===== src/rtl/spi_regbank_pkg.sv =====
// rtl/spi_regbank_pkg.sv - shared types, header field positions and sizing helper for the SPI register bank
package spi_regbank_pkg;

    typedef enum logic [1:0] {
        IDLE,
        HEADER,
        DATA,
        DRAIN
    } state_t;

    // Header is {rw, space, addr}; these are bit offsets above the address field
    localparam int RW_BIT    = 1;
    localparam int SPACE_BIT = 0;

    // Width of a counter that must reach n-1
    function automatic int cnt_width(input int n);
        return (n <= 2) ? 1 : $clog2(n);
    endfunction

endpackage


===== src/rtl/spi_sclk_edge.sv =====
// rtl/spi_sclk_edge.sv - mode latch and SCLK history producing sample/shift pulses
module spi_sclk_edge (
    input  logic       clk,
    input  logic       rst,
    input  logic       ena,
    input  logic [1:0] mode,
    input  logic       spi_cs_n,
    input  logic       spi_clk,
    output logic       cs_fall,
    output logic       sample_p,
    output logic       shift_p
);

    logic       cs_q;
    logic       sclk_q;
    logic [1:0] mode_q;
    logic       cpol;
    logic       cpha;
    logic       leading;
    logic       trailing;

    // Track CS and SCLK history; capture {cpol,cpha} only when CS falls.
    // cs_q resets low so a frame already in flight at reset is not mistaken for a new one.
    always_ff @(posedge clk) begin
        if (rst) begin
            cs_q   <= 1'b0;
            sclk_q <= spi_clk;
            mode_q <= 2'b00;
        end else if (ena) begin
            cs_q   <= spi_cs_n;
            sclk_q <= spi_clk;
            if (cs_q && !spi_cs_n) begin
                mode_q <= mode;
            end
        end
    end

    // Leading edge leaves the idle level cpol; trailing edge returns to it
    always_comb begin
        cpol     = mode_q[1];
        cpha     = mode_q[0];
        leading  = (sclk_q == cpol) && (spi_clk != cpol);
        trailing = (sclk_q != cpol) && (spi_clk == cpol);
        cs_fall  = cs_q && !spi_cs_n;
        sample_p = !spi_cs_n && (cpha ? trailing : leading);
        shift_p  = !spi_cs_n && (cpha ? leading : trailing);
    end

endmodule


===== src/rtl/spi_regbank_slave.sv =====
// rtl/spi_regbank_slave.sv - SPI target with RW config bank and RO status bank; SPI_REGBANK_BURST_EN enables burst auto-increment
module spi_regbank_slave
    import spi_regbank_pkg::*;
#(
    parameter int                   NUM_CFG    = 8,
    parameter int                   NUM_STATUS = 12,
    parameter int                   REG_WIDTH  = 8,
    parameter int                   ADDR_WIDTH = 4,
    parameter logic [REG_WIDTH-1:0] RST_VAL    = '0
) (
    input  logic                            clk,
    input  logic                            rst,
    input  logic                            ena,
    input  logic [1:0]                      mode,
    input  logic                            spi_cs_n,
    input  logic                            spi_clk,
    input  logic                            spi_mosi,
    output logic                            spi_miso,
    output logic                            spi_miso_oe,
    output logic [NUM_CFG*REG_WIDTH-1:0]    rw_regs,
    input  logic [NUM_STATUS*REG_WIDTH-1:0] ro_regs,
    output logic [NUM_CFG-1:0]              wr_strobe,
    output logic                            addr_err,
    output logic                            busy
);

    localparam int HDR_W   = ADDR_WIDTH + 2;
    localparam int CNT_W   = cnt_width((HDR_W > REG_WIDTH) ? HDR_W : REG_WIDTH);
    localparam int CFG_N_I  = NUM_CFG;
    localparam int STAT_N_I = NUM_STATUS;
    localparam int CFG_L_I  = NUM_CFG - 1;
    localparam int STAT_L_I = NUM_STATUS - 1;
    localparam logic [ADDR_WIDTH:0] CFG_CNT   = CFG_N_I[ADDR_WIDTH:0];
    localparam logic [ADDR_WIDTH:0] STAT_CNT  = STAT_N_I[ADDR_WIDTH:0];
    localparam logic [ADDR_WIDTH:0] CFG_LAST  = CFG_L_I[ADDR_WIDTH:0];
    localparam logic [ADDR_WIDTH:0] STAT_LAST = STAT_L_I[ADDR_WIDTH:0];

    state_t                  state;
    logic [CNT_W-1:0]        bit_cnt;
    logic [HDR_W-2:0]        hdr_sr;
    logic [REG_WIDTH-2:0]    rx_sr;
    logic [REG_WIDTH-1:0]    tx_sr;
    logic                    rw_q;
    logic                    space_q;
    logic                    err_q;
    logic [ADDR_WIDTH-1:0]   addr_q;
    logic [REG_WIDTH-1:0]    cfg_q [NUM_CFG];

    logic                    cs_fall;
    logic                    sample_p;
    logic                    shift_p;
    logic [HDR_W-1:0]        hdr_next;
    logic [REG_WIDTH-1:0]    word_next;
    logic                    hdr_done;
    logic                    word_done;
    logic                    commit;
    logic [ADDR_WIDTH-1:0]   addr_inc;
    logic                    sel_rw;
    logic                    sel_space;
    logic [ADDR_WIDTH-1:0]   sel_addr;
    logic                    sel_illegal;
    logic [REG_WIDTH-1:0]    rd_word;

    spi_sclk_edge u_edge (
        .clk      (clk),
        .rst      (rst),
        .ena      (ena),
        .mode     (mode),
        .spi_cs_n (spi_cs_n),
        .spi_clk  (spi_clk),
        .cs_fall  (cs_fall),
        .sample_p (sample_p),
        .shift_p  (shift_p)
    );

    assign spi_miso_oe = !spi_cs_n;
    assign busy        = (state != IDLE);

    // Frame progress decode and next-address arithmetic (wrap at the bank's last register)
    always_comb begin
        hdr_next  = {hdr_sr, spi_mosi};
        word_next = {rx_sr, spi_mosi};
        hdr_done  = (state == HEADER) && sample_p && (bit_cnt == CNT_W'(HDR_W - 1));
        word_done = (state == DATA) && sample_p && (bit_cnt == CNT_W'(REG_WIDTH - 1));
        commit    = word_done && rw_q && !err_q;
        if (space_q ? ({1'b0, addr_q} == STAT_LAST) : ({1'b0, addr_q} == CFG_LAST)) begin
            addr_inc = '0;
        end else begin
            addr_inc = addr_q + 1'b1;
        end
    end

    // Select the access being set up: the fresh header, or the next burst word
    always_comb begin
        if (state == HEADER) begin
            sel_rw    = hdr_next[ADDR_WIDTH + RW_BIT];
            sel_space = hdr_next[ADDR_WIDTH + SPACE_BIT];
            sel_addr  = hdr_next[ADDR_WIDTH-1:0];
        end else begin
            sel_rw    = rw_q;
            sel_space = space_q;
            sel_addr  = addr_inc;
        end
        sel_illegal = sel_space ? (sel_rw || ({1'b0, sel_addr} >= STAT_CNT))
                                : ({1'b0, sel_addr} >= CFG_CNT);
    end

    // Read mux; illegal accesses read back as zero
    always_comb begin
        rd_word = '0;
        for (int i = 0; i < NUM_CFG; i++) begin
            if (!sel_space && (sel_addr == ADDR_WIDTH'(i))) begin
                rd_word = cfg_q[i];
            end
        end
        for (int i = 0; i < NUM_STATUS; i++) begin
            if (sel_space && (sel_addr == ADDR_WIDTH'(i))) begin
                rd_word = ro_regs[i*REG_WIDTH +: REG_WIDTH];
            end
        end
        if (sel_illegal) begin
            rd_word = '0;
        end
    end

    // Frame FSM: header capture, data shifting, MISO drive and error pulse; CS high aborts from any state
    always_ff @(posedge clk) begin
        if (rst) begin
            state    <= IDLE;
            bit_cnt  <= '0;
            hdr_sr   <= '0;
            rx_sr    <= '0;
            tx_sr    <= '0;
            rw_q     <= 1'b0;
            space_q  <= 1'b0;
            err_q    <= 1'b0;
            addr_q   <= '0;
            spi_miso <= 1'b0;
            addr_err <= 1'b0;
        end else if (ena) begin
            addr_err <= 1'b0;
            if (spi_cs_n) begin
                state    <= IDLE;
                bit_cnt  <= '0;
                spi_miso <= 1'b0;
            end else begin
                case (state)
                    IDLE: begin
                        if (cs_fall) begin
                            state   <= HEADER;
                            bit_cnt <= '0;
                        end
                    end
                    HEADER: begin
                        if (sample_p) begin
                            hdr_sr  <= hdr_next[HDR_W-2:0];
                            bit_cnt <= bit_cnt + 1'b1;
                            if (hdr_done) begin
                                state    <= DATA;
                                bit_cnt  <= '0;
                                rw_q     <= sel_rw;
                                space_q  <= sel_space;
                                addr_q   <= sel_addr;
                                err_q    <= sel_illegal;
                                addr_err <= sel_illegal;
                                tx_sr    <= rd_word;
                            end
                        end
                    end
                    DATA: begin
                        if (shift_p) begin
                            spi_miso <= tx_sr[REG_WIDTH-1];
                            tx_sr    <= {tx_sr[REG_WIDTH-2:0], 1'b0};
                        end
                        if (sample_p) begin
                            rx_sr   <= word_next[REG_WIDTH-2:0];
                            bit_cnt <= bit_cnt + 1'b1;
                            if (word_done) begin
                                bit_cnt <= '0;
`ifdef SPI_REGBANK_BURST_EN
                                addr_q   <= addr_inc;
                                err_q    <= sel_illegal;
                                addr_err <= sel_illegal;
                                tx_sr    <= rd_word;
`else
                                state    <= DRAIN;
                                spi_miso <= 1'b0;
`endif
                            end
                        end
                    end
                    DRAIN: begin
                        spi_miso <= 1'b0;
                    end
                    default: begin
                        state <= IDLE;
                    end
                endcase
            end
        end
    end

    // Config bank: commit the completed word and pulse its strobe
    always_ff @(posedge clk) begin
        for (int i = 0; i < NUM_CFG; i++) begin
            if (rst) begin
                cfg_q[i]     <= RST_VAL;
                wr_strobe[i] <= 1'b0;
            end else if (ena) begin
                wr_strobe[i] <= commit && (addr_q == ADDR_WIDTH'(i));
                if (commit && (addr_q == ADDR_WIDTH'(i))) begin
                    cfg_q[i] <= word_next;
                end
            end
        end
    end

    for (genvar g = 0; g < NUM_CFG; g++) begin : g_pack
        assign rw_regs[g*REG_WIDTH +: REG_WIDTH] = cfg_q[g];
    end

endmodule


===== config.mk =====
export PLATFORM = sky130hd
export DESIGN_NAME = spi_regbank_slave
export DESIGN_NICKNAME = d
export VERILOG_FILES = /design/src/rtl/spi_regbank_pkg.sv /design/src/rtl/spi_sclk_edge.sv /design/src/rtl/spi_regbank_slave.sv
export SDC_FILE = /design/constraint.sdc
export NUM_CORES = 1
export LEC_CHECK = 0
export CAP_MARGIN = 5
export CORE_ASPECT_RATIO = 0.75
export CORE_MARGIN = 2
export CORE_UTILIZATION = 49
export CTS_CLUSTER_DIAMETER = 80
export DETAILED_ROUTE_END_ITERATION = 8
export PLACE_DENSITY = 0.9
export SLEW_MARGIN = 20
export SYNTH_ARGS = -nofsm -noshare
export SYNTH_HDL_FRONTEND = slang
export SYNTH_SLANG_ARGS = --single-unit

===== constraint.sdc =====
create_clock -name clk -period 3.77 [get_ports clk]
set_input_delay 0.9425 -clock clk [delete_from_list [all_inputs] [get_ports clk]]
set_output_delay 0.9425 -clock clk [all_outputs]
set_load 0.02 [all_outputs]

Word level (Yosys, flattened, before mapping)
Memory sizes are Yosys's and may differ from the RTL's.
Index checks and enable logic that the tools add are counted.
{"block": "classes", "n_addsub": 2, "muxes": 100, "n_bitwise": 9, "n_lt_le_gt_ge": 2, "reduce_logical": 59, "n_eq_ne": 36}
{"op": "$mux W8", "n": 32}
{"op": "$mux W1", "n": 50}
{"op": "$logic_and A1 B1 Y1", "n": 39}
{"op": "$eq A4 B3 Y1 const B", "n": 8}
{"op": "$eq A4 B4 Y1 const B", "n": 5}
{"op": "$mux W3", "n": 6}
{"op": "$eq A4 B2 Y1 const B", "n": 4}
{"op": "$pmux W8 S2", "n": 1}
{"op": "$ne A3 B3 Y1 const B", "n": 5}
{"op": "$mux W2", "n": 6}
{"op": "$reduce_and A5 Y1", "n": 2}
{"op": "$pmux W3 S3", "n": 1}
{"op": "$eq A4 B1 Y1 const B", "n": 2}
{"op": "$ge A4 B4 Y1 const B", "n": 2}
{"op": "$logic_not A4 Y1", "n": 2}
{"op": "$mux W4", "n": 2}
{"op": "$or A1 B1 Y1", "n": 8}
{"op": "$reduce_and A4 Y1", "n": 2}
{"op": "$reduce_and A7 Y1", "n": 1}
{"op": "$eq A3 B3 Y1 const B", "n": 2}
{"op": "$ne A2 B2 Y1 const B", "n": 3}
{"op": "$pmux W2 S3", "n": 1}
{"op": "$reduce_and A6 Y1", "n": 1}
{"op": "$reduce_bool A2 Y1", "n": 3}
{"op": "other kinds (14)", "n": 20}
{"block": "word_totals", "ramBits": 64, "ff_bits": 46, "in_bits": 104, "mem_count": 1, "word_cells": 224}
{"name": "cfg_q", "depth": 8, "word_bits": 8, "read_ports": 8, "rd_ports_with_merged_regs": 0, "wr": 8, "line_no": "spi_regbank_slave.sv:47", "text": "logic [REG_WIDTH-1:0] cfg_q [NUM_CFG];"}

Longest topological paths before layout
{"block": "depth", "depth_word": 30, "mapped_depth": 13}

Cells and area by module
From an unflattened synthesis, not the netlist that was laid out.
{"block": "unflattened", "cells_unflattened": 699, "hier_area_um2": 6530.0}
{"mod": "spi_regbank_slave", "area_per_inst_um2": 6309.8, "cells_per_inst": 679, "instances": 1}
{"mod": "spi_sclk_edge", "area_per_inst_um2": 220.2, "cells_per_inst": 20, "instances": 1}

Worst setup path after synthesis
Ideal clock, no wire load.
{"block": "synth_path", "path_kind": "input port to flip-flop", "start": "in spi_cs_n", "end": "reg tx_sr[5]", "arrival_time_ps": 2788, "setup_slack_ps": 843, "path_stages": 8, "path_cell_list": "clkbuf_1 > inv_1 > nand3_1 > o21ai_0 > nand3_1 > and3_1 > a2111oi_0 > a31oi_1"}
{"block": "synth_via", "elab_chain_len": 6, "word_cells_on_any_way": 10, "classes_between": "eq/ne (3); bitwise (1); reduce/logical (6)"}
{"element": "start, declared", "line_no": "spi_regbank_slave.sv:15", "text": "input logic spi_cs_n,"}
{"element": "$logic_not A1 Y1 (*)"}
{"element": "net spi_miso_oe", "line_no": "spi_regbank_slave.sv:19", "text": "output logic spi_miso_oe,"}
{"element": "$logic_and A1 B1 Y1", "line_no": "spi_sclk_edge.sv:45", "text": "sample_p = !spi_cs_n && (cpha ? trailing : leading);"}
{"element": "$logic_and A1 B1 Y1 (2 in series)", "line_no": "spi_regbank_slave.sv:83", "text": "hdr_done = (state == HEADER) && sample_p && (bit_cnt == CNT_W'(HDR_W - 1));"}
{"element": "$ne A2 B2 Y1 (no line)"}
{"element": "$reduce_and A6 Y1 (no line) (*)"}
{"element": "end signal, assigned", "line_no": "spi_regbank_slave.sv:166", "text": "tx_sr <= rd_word;"}
{"element": "end signal, assigned", "line_no": "spi_regbank_slave.sv:173", "text": "tx_sr <= {tx_sr[REG_WIDTH-2:0], 1'b0};"}
{"element": "end, declared", "line_no": "spi_regbank_slave.sv:42", "text": "logic [REG_WIDTH-1:0] tx_sr;"}
The timed path passes the listed nets; every way through them passes the cells marked *.
A chain may end at the register's enable or synchronous reset.

Worst setup path in the final report
{"block": "layout_path", "start": "reg state[1]", "end": "reg tx_sr[5]"}
{"block": "layout_via", "elab_chain_len": 28, "word_cells_on_any_way": 73, "classes_between": "order compare (2); eq/ne (16); mux (28); reduce/logical (27)"}
{"element": "start, declared", "line_no": "spi_regbank_slave.sv:38", "text": "state_t state;"}
{"element": "start signal, assigned", "line_no": "spi_regbank_slave.sv:129", "text": "state <= IDLE;"}
{"element": "start signal, assigned", "line_no": "spi_regbank_slave.sv:143", "text": "state <= IDLE;"}
{"element": "start signal, assigned", "line_no": "spi_regbank_slave.sv:150", "text": "state <= HEADER;"}
{"element": "$eq A2 B1 Y1", "line_no": "spi_regbank_slave.sv:83, spi_regbank_slave.sv:95, spi_regbank_slave.sv:147"}
{"element": "$mux W4 / $mux W1 (equally long branches)", "line_no": "spi_regbank_slave.sv:95", "text": "if (state == HEADER) begin"}
{"element": "$logic_not A4 Y1 / $logic_not A1 Y1 (equally long branches)", "line_no": "spi_regbank_slave.sv:112, spi_regbank_slave.sv:117"}
{"element": "$logic_and A1 B1 Y1", "line_no": "spi_regbank_slave.sv:112", "text": "if (!sel_space && (sel_addr == ADDR_WIDTH'(i))) begin"}
{"element": "$mux W8 (8 in series)", "line_no": "spi_regbank_slave.sv:112"}
{"element": "$mux W8 (12 in series)", "line_no": "spi_regbank_slave.sv:117", "text": "if (sel_space && (sel_addr == ADDR_WIDTH'(i))) begin"}
{"element": "$mux W8", "line_no": "spi_regbank_slave.sv:121", "text": "if (sel_illegal) begin"}
{"element": "$mux W8", "line_no": "spi_regbank_slave.sv:158", "text": "if (hdr_done) begin"}
{"element": "$mux W8", "line_no": "spi_regbank_slave.sv:155", "text": "if (sample_p) begin"}
{"element": "$pmux W8 S2", "line_no": "spi_regbank_slave.sv:147", "text": "case (state)"}
Parallel ways exist; a longest one is shown, timed or not. The select of a mux whose other input is x is not followed.

==> reports/results.tsv <==
metric	value	unit
status	finished, final reports clean	
crit path max-delay cell type	o311ai_0	
TritonCTS clock tree	built	
Syn Area/Cell	9.26	um2
DR vias/cell	6.32	
clock sinks	110	
Net Count, Synth	805	
HPWL after DPL	18900	um
clk_lat worst skew	350	ps
Crit Path Class	flop to flop	
initial core utilization	0.496	
CP required	3980	ps
Worst Hold Class	flop to flop	
Final Cycle Share	0.976	
I/O pin count	180	
CTS Root Cell	clkbuf_16	
vias in the first global route	6137	
Mapped Cells	690	
ANT nets after route	0	
Area after DPL	8550	um2
first-pass GRT wire length	35700	um
Syn. warnings	0	
WL per Instance	23.1	um
Seq/Total Area, Yosys	0.446	
Hold WS	462	ps
total power	2.77	mW
leakage power	3.31	nW
width of the die	136	um
Global Route Usage Sum	0.344	
Max Cap Violations	0	
design area	8860	um2
# setup viols final	0	
share of layout cells above drive strength 1	0.0954	
vias	6714	
core box area	12900	um2
# rows	36	
Area Overhead vs Synth	38.7	%
CP peak stage delay	690	ps
H-Tree Depth	3	
WL final	24600	um
placed cells	1046	
drt pass-1 iters	5	
crit-path max FO	16	
Fin Setup TNS	0	ps
# port buffers	179	
Final nets	1001	
antenna violations before repair	1	
Final Hold Fails	0	
pin count of the biggest net entering global routing	24	
ys async rst share	0	
Synth cell types	76	
top cell type's share of synthesized area	0.305	
maximum buffer depth of the clock tree	2	
CP Cell Sequence	inv_1 -> ha_1 -> buf_4 -> nor3_1 -> o21ai_0 -> and3_1 -> a221oi_1 -> nor3_1 -> o311ai_0 -> a31oi_1	
VDD IR max	0.000246	V
endpoint type of the worst setup path	flop	
Post-synth top cells	nor2_1, and2_1, edfxtp_1	
worst slew pin tran	993	ps
Slew headroom	0.336	
Die Height	103	um
most frequent cell after synthesis	nor2_1	
Peak Freq	272	MHz
fin. max-slew vios	0	
Startpoint Class	flop	
DRC	0	
initial drt markers	826	
Non-Filler Instances	1063	
EDFF count, synth	65	
die area	14000	um2
Worst EP arrival	3890	ps
synthesized cell area	6390	um2
most frequent CP cell	nor3_1	
PwrDens	313	nW/um2
total grt overflow	0	
Seq cells post-synth	110	
Post-CTS Setup Bufs	0	
Top FF cell, synth	edfxtp_1	
top cells by area, synth	edfxtp_1, dfxtp_1, and2_1, nor2_1, mux2i_1	
unrepaired setup endpoints after global routing	false	
Setup Skew	10.3	ps
fin crit period	3680	ps
clock slew at reported path FFs	80	ps
CTS buffer count	9	
Synth area leader	edfxtp_1	
routability cong.	1.01	
-- per-layer routing --
metal	wire length (um)	GRT usage	vias up
met1	9960	0.486	3150
met3	3320	0.0841	49
met5	0	0	-
li1	-	-	2979
met2	10800	0.535	536
met4	500	0.0913	0
-- stage by stage --
step	setup WS [ps]	utilization
after global routing	101	0.688
after global placement	231	0.664
after floorplan	843	-
after CTS	172	0.687
after detailed placement	161	0.664
final	91.1	0.688
-- critical path, delay by kind of cell, from the launching register on --
family	cells	cell delay, ps
AO/OA/AOI/OAI	4	1530
adder cells (fa/ha/maj)	1	430
buffers and inverters	2	350
flip-flops	1	370
AND/OR/NAND/NOR	3	850
-- where the power goes --
group | switching, mW | internal (mW)
clock | 0.466 | 0.468
sequential | 0.0445 | 1.31
combinational | 0.244 | 0.238
-- area by class of cell --
| type | instances | area, um2 |
|---|---|---|
| multi-input cells | 529 | 3330 |
| clock buffers | 10 | 229 |
| fillers | 1005 | 4020 |
| inverters | 14 | 52.6 |
| well taps | 171 | 214 |
| diodes | 1 | 2.50 |
| clock inverters | 6 | 62.6 |
| flip-flops and latches | 110 | 2850 |
| repair buffers | 222 | 2110 |
-- cells by family after synthesis --
| logic type | Yosys count | synth area share |
|---|---|---|
| flops | 110 | 0.446 |
| compound gates | 180 | 0.198 |
| simple gates | 310 | 0.256 |
| mux | 26 | 0.0415 |
| fa+ha+maj | 11 | 0.0215 |
| buf+inv | 51 | 0.0339 |
| xor+xnor | 2 | 0.00274 |
-- state kept, by name, summed over array words and instances, names as in the netlist --
register       cells
addr_err           1
addr_q             4
bit_cnt            3
cfg_q             64
err_q              1
hdr_sr             5
rw_q               1
rx_sr              7
space_q            1
spi_miso           1
state              2
tx_sr              8
u_edge.cs_q        1
u_edge.mode_q      2
u_edge.sclk_q      1
wr_strobe          8
-- path summary, 6_finish.rpt --
path / from / end / slack [ps] / cells past startpoint
setup reg to reg: state[1]$_SDFFE_PP0P_ / tx_sr[5]$_SDFFE_PP0P_ / 90 / 10
hold / removal: wr_strobe[0]$_SDFFE_PP0P_ / wr_strobe[0]$_SDFFE_PP0P_ / 460 / 1
hold reg to reg: wr_strobe[0]$_SDFFE_PP0P_ / wr_strobe[0]$_SDFFE_PP0P_ / 460 / 1
setup / recovery: state[1]$_SDFFE_PP0P_ / tx_sr[5]$_SDFFE_PP0P_ / 90 / 10
-- repair_timing --
| item | in CTS | in global routing |
|---|---|---|
| hold buffers | 0 | 0 |
| gates resized for setup | 0 | 2 |
| hold endpoints to repair | 0 | 0 |
| setup endpoints to repair | 0 | 2 |
-- placed cells by master, fill, tap and decap left out, types with 36 or more instances in the layout --
cell | netlist | layout
and2_1 | 66 | 66
buf_4 | 4 | 43
edfxtp_1 | 65 | 65
dfxtp_1 | 45 | 45
nand2_1 | 58 | 58
nor2_1 | 67 | 67
a21oi_1 | 36 | 36
o21ai_0 | 37 | 37
clkdlybuf4s50_1 | 0 | 179
(Power assumes the default switching activity.)
